<file path="src/rtl/contador_gray_param.sv">
// contador_gray_param: parametrised up/down Gray counter with synchronous load, wrap pulse and binary mirror.
// Define GRAY_SATURATE_EN to hold at the count limits (wrap flags a blocked step) instead of wrapping around.
module contador_gray_param #(
   parameter int WIDTH = 5
) (
   input  logic             clk,
   input  logic             reset_L,
   input  logic             enable,
   input  logic             up_down,
   input  logic             load,
   input  logic [WIDTH-1:0] dato_carga,
   output logic [WIDTH-1:0] salida_gray,
   output logic [WIDTH-1:0] salida_binaria,
   output logic             wrap
);

   localparam logic [WIDTH-1:0] MAX_C  = {WIDTH{1'b1}};
   localparam logic [WIDTH-1:0] ZERO_C = {WIDTH{1'b0}};
   localparam logic [WIDTH-1:0] ONE_C  = {{(WIDTH-1){1'b0}}, 1'b1};

   function automatic logic [WIDTH-1:0] bin2gray(input logic [WIDTH-1:0] b);
      return b ^ (b >> 1);
   endfunction

   logic [WIDTH-1:0] cnt_r;
   logic [WIDTH-1:0] gray_r;
   logic             wrap_r;
   logic [WIDTH-1:0] cnt_next_s;
   logic             wrap_next_s;

   // Next count and wrap flag: load beats enable, enable selects the direction.
   always_comb begin
      cnt_next_s  = cnt_r;
      wrap_next_s = 1'b0;
      if (load) begin
         cnt_next_s  = dato_carga;
         wrap_next_s = 1'b0;
      end else if (enable) begin
         if (up_down) begin
            if (cnt_r == MAX_C) begin
`ifdef GRAY_SATURATE_EN
               cnt_next_s = cnt_r;
`else
               cnt_next_s = ZERO_C;
`endif
               wrap_next_s = 1'b1;
            end else begin
               cnt_next_s  = cnt_r + ONE_C;
               wrap_next_s = 1'b0;
            end
         end else begin
            if (cnt_r == ZERO_C) begin
`ifdef GRAY_SATURATE_EN
               cnt_next_s = cnt_r;
`else
               cnt_next_s = MAX_C;
`endif
               wrap_next_s = 1'b1;
            end else begin
               cnt_next_s  = cnt_r - ONE_C;
               wrap_next_s = 1'b0;
            end
         end
      end else begin
         cnt_next_s  = cnt_r;
         wrap_next_s = 1'b0;
      end
   end

   // Gray output gets its own register so both codes change on the same edge with no input-to-output path.
   always_ff @(posedge clk or negedge reset_L) begin
      if (!reset_L) begin
         cnt_r  <= ZERO_C;
         gray_r <= ZERO_C;
         wrap_r <= 1'b0;
      end else begin
         cnt_r  <= cnt_next_s;
         gray_r <= bin2gray(cnt_next_s);
         wrap_r <= wrap_next_s;
      end
   end

   assign salida_binaria = cnt_r;
   assign salida_gray    = gray_r;
   assign wrap           = wrap_r;

endmodule

</file>
<file path="config.mk">
export PLATFORM = sky130hd
export DESIGN_NAME = contador_gray_param
export DESIGN_NICKNAME = d
export VERILOG_FILES = /design/src/rtl/contador_gray_param.sv
export SDC_FILE = /design/constraint.sdc
export NUM_CORES = 1
export LEC_CHECK = 0
export CAP_MARGIN = 20
export CELL_PAD_IN_SITES_DETAIL_PLACEMENT = 1
export CELL_PAD_IN_SITES_GLOBAL_PLACEMENT = 1
export CORE_MARGIN = 4
export CORE_UTILIZATION = 35
export DETAILED_ROUTE_END_ITERATION = 8
export PLACE_DENSITY_LB_ADDON = 0.15
export SYNTH_ARGS = -nofsm -noshare
export SYNTH_HDL_FRONTEND = slang
export SYNTH_SLANG_ARGS = --single-unit
</file>
<file path="constraint.sdc">
create_clock -name clk -period 3.3 [get_ports clk]
set_clock_uncertainty 0.2 [all_clocks]
set_input_delay 0.495 -clock clk [delete_from_list [all_inputs] [get_ports clk]]
set_output_delay 0.495 -clock clk [all_outputs]
set_load 0.005 [all_outputs]
</file>
After elaboration in Yosys (flattened, before gate mapping)
Cells that the tools add are included.
{"block": "op_classes", "addsub": 2, "bitwise": 1, "reduce_logical": 1, "mux": 10, "eq_ne": 1}
{"operator": "$mux W5", "count": 5}
{"operator": "$add A5 B1 Y5 const B", "count": 1}
{"operator": "$eq A5 B5 Y1 const B", "count": 1}
{"operator": "$logic_not A5 Y1", "count": 1}
{"operator": "$mux W1", "count": 5}
{"operator": "$sub A5 B1 Y5 const B", "count": 1}
{"operator": "$xor A5 B4 Y5", "count": 1}
{"block": "totals", "ff_bits": 11, "in_bits": 10, "output_inout_bits": 11}

Logic depth before layout (Yosys ltp)
Gate-level depths: netlist of the first run.
{"block": "logic_depth", "ltp_word": 6, "depth_mapped": 8}

Worst setup path after synthesis of the first run
No wires, ideal clock.
{"block": "synth_timing", "path_type": "flip-flop to flip-flop", "start": "register cnt_r[0], in the netlist salida_binaria[0]", "end": "register gray_r[1], in the netlist salida_gray[1]", "synth_period_minus_slack_ns": 2.085, "arrival_time_ns": 1.806, "stages_incl_launch_ff": 9, "required_ns": 3.021, "setup_slack_ns": 1.215, "n_path_buf": 0, "path_cell_list": "dfrtp_1 ha_1 and3_2 ha_1 nand3b_1 o21ai_0 o221ai_1 a2bb2oi_1 xor2_1"}
{"block": "synth_via", "elab_chain_len": 6}
{"item": "from (decl)", "line_no": "25", "rtl": "logic [WIDTH-1:0] cnt_r;"}
{"item": "from (signal assigned)", "line_no": "77", "rtl": "cnt_r <= cnt_next_s;"}
{"item": "$sub A5 B1 Y5, or another cell as far along", "line_no": "60", "rtl": "cnt_next_s = cnt_r - ONE_C;"}
{"item": "$mux W5, on equally long branches", "line_no": "52, 40"}
{"item": "$mux W5 *", "line_no": "39", "rtl": "if (up_down) begin"}
{"item": "$mux W5 *", "line_no": "38", "rtl": "end else if (enable) begin"}
{"item": "$mux W5 *", "line_no": "35", "rtl": "if (load) begin"}
{"item": "net cnt_next_s[2]", "line_no": "28", "rtl": "logic [WIDTH-1:0] cnt_next_s;"}
{"item": "$xor A5 B4 Y5 *", "line_no": "22", "rtl": "return b ^ (b >> 1);"}
{"item": "to (signal assigned)", "line_no": "78", "rtl": "gray_r <= bin2gray(cnt_next_s);"}
{"item": "to (decl)", "line_no": "26", "rtl": "logic [WIDTH-1:0] gray_r;"}
The timed path passes the listed nets; every way through them passes the cells marked *.

Final worst setup path of the first run
Ends and elaborated chain as after synthesis.

==> impl_metrics.toml, run 1 <==
[status]
status = "finished, final reports clean"

[routing]
drtIter0Drc = 16
drc = 0
avgRoutedWirePerCell_um = 15.7
finalWirelength_um = 1660
viasPerCell = 5.08
drtPass1Iterations = 3
ant_nets = 0
vias = 539

[timing]
hold_slack_ps = 341
finalCritPeriodShare_pct = 73.1
hold_viol_final = 0
relSlewSlack_pct = 70.8
post-route-min-period_ps = 2410
finalMaxSlewViolations = 0
worst_pin_slew_ps = 436
clock.fmax_mhz = 414
rsz0062_at_grt = "no"
setup_viol = 0
fin_setup_tns_ps = 0

[final_layout]
final_cell_mix = "clkdlybuf4s50_1, dfrtp_1, inv_1, xor2_1"
finalNonFillerCells = 106
syn_to_final_growth_pct = 38.7
num_antenna_cells = 0
multi_input_area_um2 = 335
regArea_um2 = 250
mostFrequentLayoutCell = "clkdlybuf4s50_1"
nNetsFinal = 97
nFillCells = 178
drive_gt1_share_pct = 12.2

[synthesis]
yosysSeqAreaShare_pct = 40.3
syn_inst = 61
yosys_warnings = 0
synth_nets = 74
ys_ff_latch = 10
syn_area_um2 = 621
synth_cell_types = 29
avgSynthCellArea_um2 = 10.2

[clock_network]
clock-sinks = 10
clkTransAtPathRegs_ps = 60
cts_max_path_buffers = 2
ctsResizeCount = 0
htreeDepth = 1
hold_buffers = 0
clock-root-buffer = "clkbuf_4"
cts_buffers = 3
postCtsSetupRepairBufs = 0
clkLatencyLatePin_ps = 260
cts_tree = "built"

[die]
die_y_um = 50.1
rows = 14
ioPinCount = 21
core_area_um2 = 1590
start_util_pct = 38.9
die_x_um = 50.1
die_area_um2 = 2510

[place]
dp.cells = 103
hpwl_um = 1310
gp_congestion = 0.820
portBuffers = 20

[global_routing]
gr-usage-all-layers_pct = 14.5
antenna_found_initial = 0
grt_pass1_wl_um = 2730
grt_pass1_vias = 582
grt_max_degree = 12
grt_overflow = 0

[pwr]
switchingPower_uw = 108
clock_power_share_pct = 21.8
powerDensity_nw_per_um2 = 422
p_leak_uw = 0.000365
intPower_uw = 256
power_uw = 364
power_frac_comb_pct = 34.4
power_frac_seq_pct = 43.8
peakVddDrop_mv = 0.249
swShare_pct = 29.7

[critical_path]
cp.required_ps = 3280
cp_max_fo = 6
cp.arrival_ps = 2390
start_kind = "register"
end_kind = "register"
path_class = "register to register"

[hold_path]
hold_class = "primary input to async pin"

[flow_run]
maxCapViolCount = 0
==> layer usage <==
layer	wire, µm	global-route usage (%)
met2	832	25.4
met3	102	5.72
met4	4	4.15
met1	720	16.0
met5	0	0
==> flip-flops by register name (all words and copies together), names as in the netlist <==
name            cells
salida_gray         4
salida_binaria      5
wrap                1
==> synth_stat cells (all sizes together) <==
| library cell | n | share of area (%) |
|---|---|---|
| a211o | 2 | 3.2 |
| a211oi | 1 | 1.2 |
| a21oi | 4 | 3.2 |
| a22o | 1 | 1.4 |
| a2bb2oi | 1 | 1.4 |
| a31oi | 1 | 2.0 |
| and3 | 2 | 2.2 |
| buf | 2 | 2.0 |
| dfrtp | 10 | 40 |
| ha | 3 | 6.0 |
| inv | 6 | 3.6 |
| nand2 | 3 | 1.8 |
| nand3 | 2 | 1.6 |
| nand3b | 1 | 1.2 |
| nor2 | 3 | 1.8 |
| nor2b | 1 | 1.0 |
| nor3 | 1 | 0.81 |
| nor3b | 1 | 1.2 |
| nor4b | 1 | 2.4 |
| o21ai | 5 | 4.6 |
| o221ai | 1 | 1.4 |
| o22a | 1 | 1.4 |
| o311ai | 1 | 4.2 |
| or2b | 1 | 1.2 |
| xnor2 | 1 | 1.4 |
| xor2 | 5 | 7.1 |
==> worst max-delay path: stages (launching register included) <==
cell	delay, ps
dfrtp_1	450
ha_1	280
and3_2	230
ha_1	210
nand3b_1	160
o21ai_0	90
o221ai_1	140
a2bb2oi_1	370
xor2_1	200
==> final timing paths <==
path / start / endpoint / slack [ps] / depth (start not counted)
setup / recovery: salida_binaria[0] / salida_gray[1] / 890 / 8
hold / removal: reset_L / salida_binaria[3] / 340 / 1
setup reg to reg: salida_binaria[0] / salida_gray[1] / 890 / 8
hold reg to reg: salida_binaria[4] / salida_binaria[4] / 520 / 2
max in group asynchronous: reset_L / salida_gray[1] / 2250 / 1
min in group clk: salida_binaria[4] / salida_binaria[4] / 520 / 2
==> per-stage QoR <==
step | setup WS (ps) | cell area (µm²) | util (%)
CTS | 878 | 861 | 54.0
global route | 771 | 861 | 54.0
floorplan | 1220 | 621 | -
detailed placement | 897 | 838 | 52.6
global placement | 924 | 838 | 52.6
finish | 887 | 861 | 54.0
==> power groups by stage <==
stage	Combinational (µW)	Sequential (µW)	Clock [µW]
final	125	159	79.3
after global routing	137	162	87.9
after CTS	127	160	83.6
after detailed placement	126	162	0
after global placement	123	160	0
after floorplan	56.9	159	0
==> cell type report <==
class / count / share of cell area, %
multi-input cells: 43 / 39.0
well taps: 24 / 3.49
flip-flops and latches: 10 / 29.1
inverters: 6 / 2.62
repair buffers: 20 / 23.3
clock buffers: 3 / 2.62
==> cell families after synthesis <==
kind of cell / Yosys count / synth area share (%)
adders and majority gates: 3 / 6.05
AOI/OAI and AO/OA: 18 / 24.2
buffers and inverters: 8 / 5.64
and+or+nand+nor: 16 / 15.3
xor gates and xnor gates: 6 / 8.47
DFF: 10 / 40.3
Note: power is estimated with default switching activity, not from simulation.
==> run 2: changes to the inputs <==
--- a/config.mk
+++ b/config.mk
@@ -9,7 +9,7 @@
 export CELL_PAD_IN_SITES_DETAIL_PLACEMENT = 1
 export CELL_PAD_IN_SITES_GLOBAL_PLACEMENT = 1
 export CORE_MARGIN = 4
-export CORE_UTILIZATION = 35
+export CORE_UTILIZATION = 29
 export DETAILED_ROUTE_END_ITERATION = 8
 export PLACE_DENSITY_LB_ADDON = 0.15
 export SYNTH_ARGS = -nofsm -noshare
==> constraint.sdc (replaced) <==
create_clock -name clk -period 2.1 [get_ports clk]
set_clock_uncertainty 0.2 [all_clocks]
set_input_delay 0.315 -clock clk [delete_from_list [all_inputs] [get_ports clk]]
set_output_delay 0.315 -clock clk [all_outputs]
set_load 0.005 [all_outputs]
==> run 2 against run 1 <==
  * Sequential cell count unchanged
  * Register-to-register slack lost 850 ps
  * Via count increased by 11%
  * First-iteration DRC count is 100% lower
  * Critical path type unchanged
==> impl_metrics.toml, run 2 (synthesis gave the netlist of run 1 again) <==
[status]
status = "finished, final reports clean"

[timing]
finalCritPeriodShare_pct = 98.1
fin_setup_tns_ps = 0
relSlewSlack_pct = 70.3
rsz0062_at_grt = "yes"
hold_viol_final = 0
clock.fmax_mhz = 485
setup_viol = 0
post-route-min-period_ps = 2060
worst_pin_slew_ps = 444
finalMaxSlewViolations = 0

[final_layout]
num_antenna_cells = 0
largest_reg_flops = 5
final_cell_mix = "clkdlybuf4s50_1, buf_4, dfrtp_1, xor2_1, inv_1"
drive_gt1_share_pct = 36.7
syn_to_final_growth_pct = 73.8
postLayoutCellArea_um2 = 1080
nNetsFinal = 112
mostFrequentLayoutCell = "clkdlybuf4s50_1"

[critical_path]
cp.arrival_ps = 2040
max_stage_delay_ps = 390
r2r.worst_path.cells = 8
r2r-end = "salida_gray[2]"
slowest_stage = "dfrtp_1"
r2r_start = "salida_binaria[1]"
cp_max_fo = 3
r2r_slack_ps = 40
end_kind = "register"
cp.required_ps = 2080
crit_chain = "ha_2 > and3_4 > ha_4 > nand3b_1 > o21ai_1 > o221ai_1 > a2bb2oi_2 > xor2_1"
start_kind = "register"
path_class = "register to register"

[die]
die_area_um2 = 2940
ioPinCount = 21
start_util_pct = 31.0
core_area_um2 = 2000
die_y_um = 54.3
die_x_um = 54.3
rows = 16

[routing]
viasPerCell = 4.78
avgRoutedWirePerCell_um = 16.3
drc = 0
drtIter0Drc = 0
drtPass1Iterations = 1
finalWirelength_um = 2030
ant_nets = 0
vias = 597

[global_routing]
grt_pass1_wl_um = 3160
gr-usage-all-layers_pct = 15.4
grt_overflow = 0
grt_pass1_vias = 629
grt_max_degree = 11
antenna_found_initial = 0

[place]
hpwl_um = 1430
portBuffers = 20
gp_congestion = 0.820
placement.cell_area_um2 = 947

[pwr]
peakVddDrop_mv = 0.431
p_leak_uw = 0.000453
powerDensity_nw_per_um2 = 641

[clock_network]
clock-root-buffer = "clkbuf_4"
hold_buffers = 0
htreeDepth = 1
cts_buffers = 3
cts_tree = "built"
clock-sinks = 10
clkLatencyLatePin_ps = 260
cts_max_path_buffers = 2
clkTransAtPathRegs_ps = 60

[flow_run]
maxCapViolCount = 0

[hold_path]
hold_class = "primary input to async pin"
-- run 2: metrics by stage --
stage	total power (µW)	instances	utilization [%]	hold slack [ps]	worst slack, ps
detailed placement	487	120	47.3	452	-186
floorplan	340	61	-	-181	15.1
global placement	482	120	47.3	447	-146
CTS	673	124	51.3	168	1.29
global route	740	125	53.9	174	-48.9
finish	691	125	53.9	165	39.6
-- run 2: cell type report --
cell class | instances | area (µm²)
timing repair buffer | 35 | 317
clock buffer | 4 | 36.3
multi-input combinational | 43 | 414
inverter | 6 | 27.5
fill | 224 | 923
sequential | 10 | 250
tap | 27 | 33.8
-- run 2: timing repair --
| item | CTS | global route |
|---|---|---|
| buffers inserted | 0 | 1 |
| pin swaps | 7 | 8 |
| setup endpoints to repair | 5 | 4 |
| resized for setup | 10 | 10 |
| gates cloned | 0 | 0 |
-- run 2: worst max path at each step --
stage          slack, ps         startpoint        endpoint  cells past startpoint
5_1_grt              -50  salida_binaria[1]  salida_gray[1]                      8
3_3_place_gp        -150  salida_binaria[0]  salida_gray[2]                      8
3_5_place_dp        -190  salida_binaria[0]  salida_gray[2]                      8
2_1_floorplan         20  salida_binaria[0]  salida_gray[1]                      8
6_report              40  salida_binaria[1]  salida_gray[2]                      8
4_1_cts                1  salida_binaria[1]  salida_gray[0]                      8
-- run 2: worst max-delay path, delay by kind of cell (launching register included) --
kind,cells,cell delay [ps]
and+or+nand+nor,2,320
xor gates and xnor gates,1,180
DFF,1,390
AOI/OAI and AO/OA,3,530
adders and majority gates,2,360
-- run 2: layer usage --
layer / vias up / routed length (µm) / GRT usage, %
met5: - / 0 / 0
met4: 0 / 0 / 1.24
met3: 0 / 121 / 5.18
met2: 17 / 1080 / 27.9
met1: 289 / 831 / 18.0
li1: 291 / - / -
-- run 2: power breakdown --
group          leakage [µW]  total, µW  switching [µW]  internal [µW]
Clock             0.0000210        167            62.1            105
Sequential         0.000119        243            20.9            222
Combinational      0.000313        281             119            162
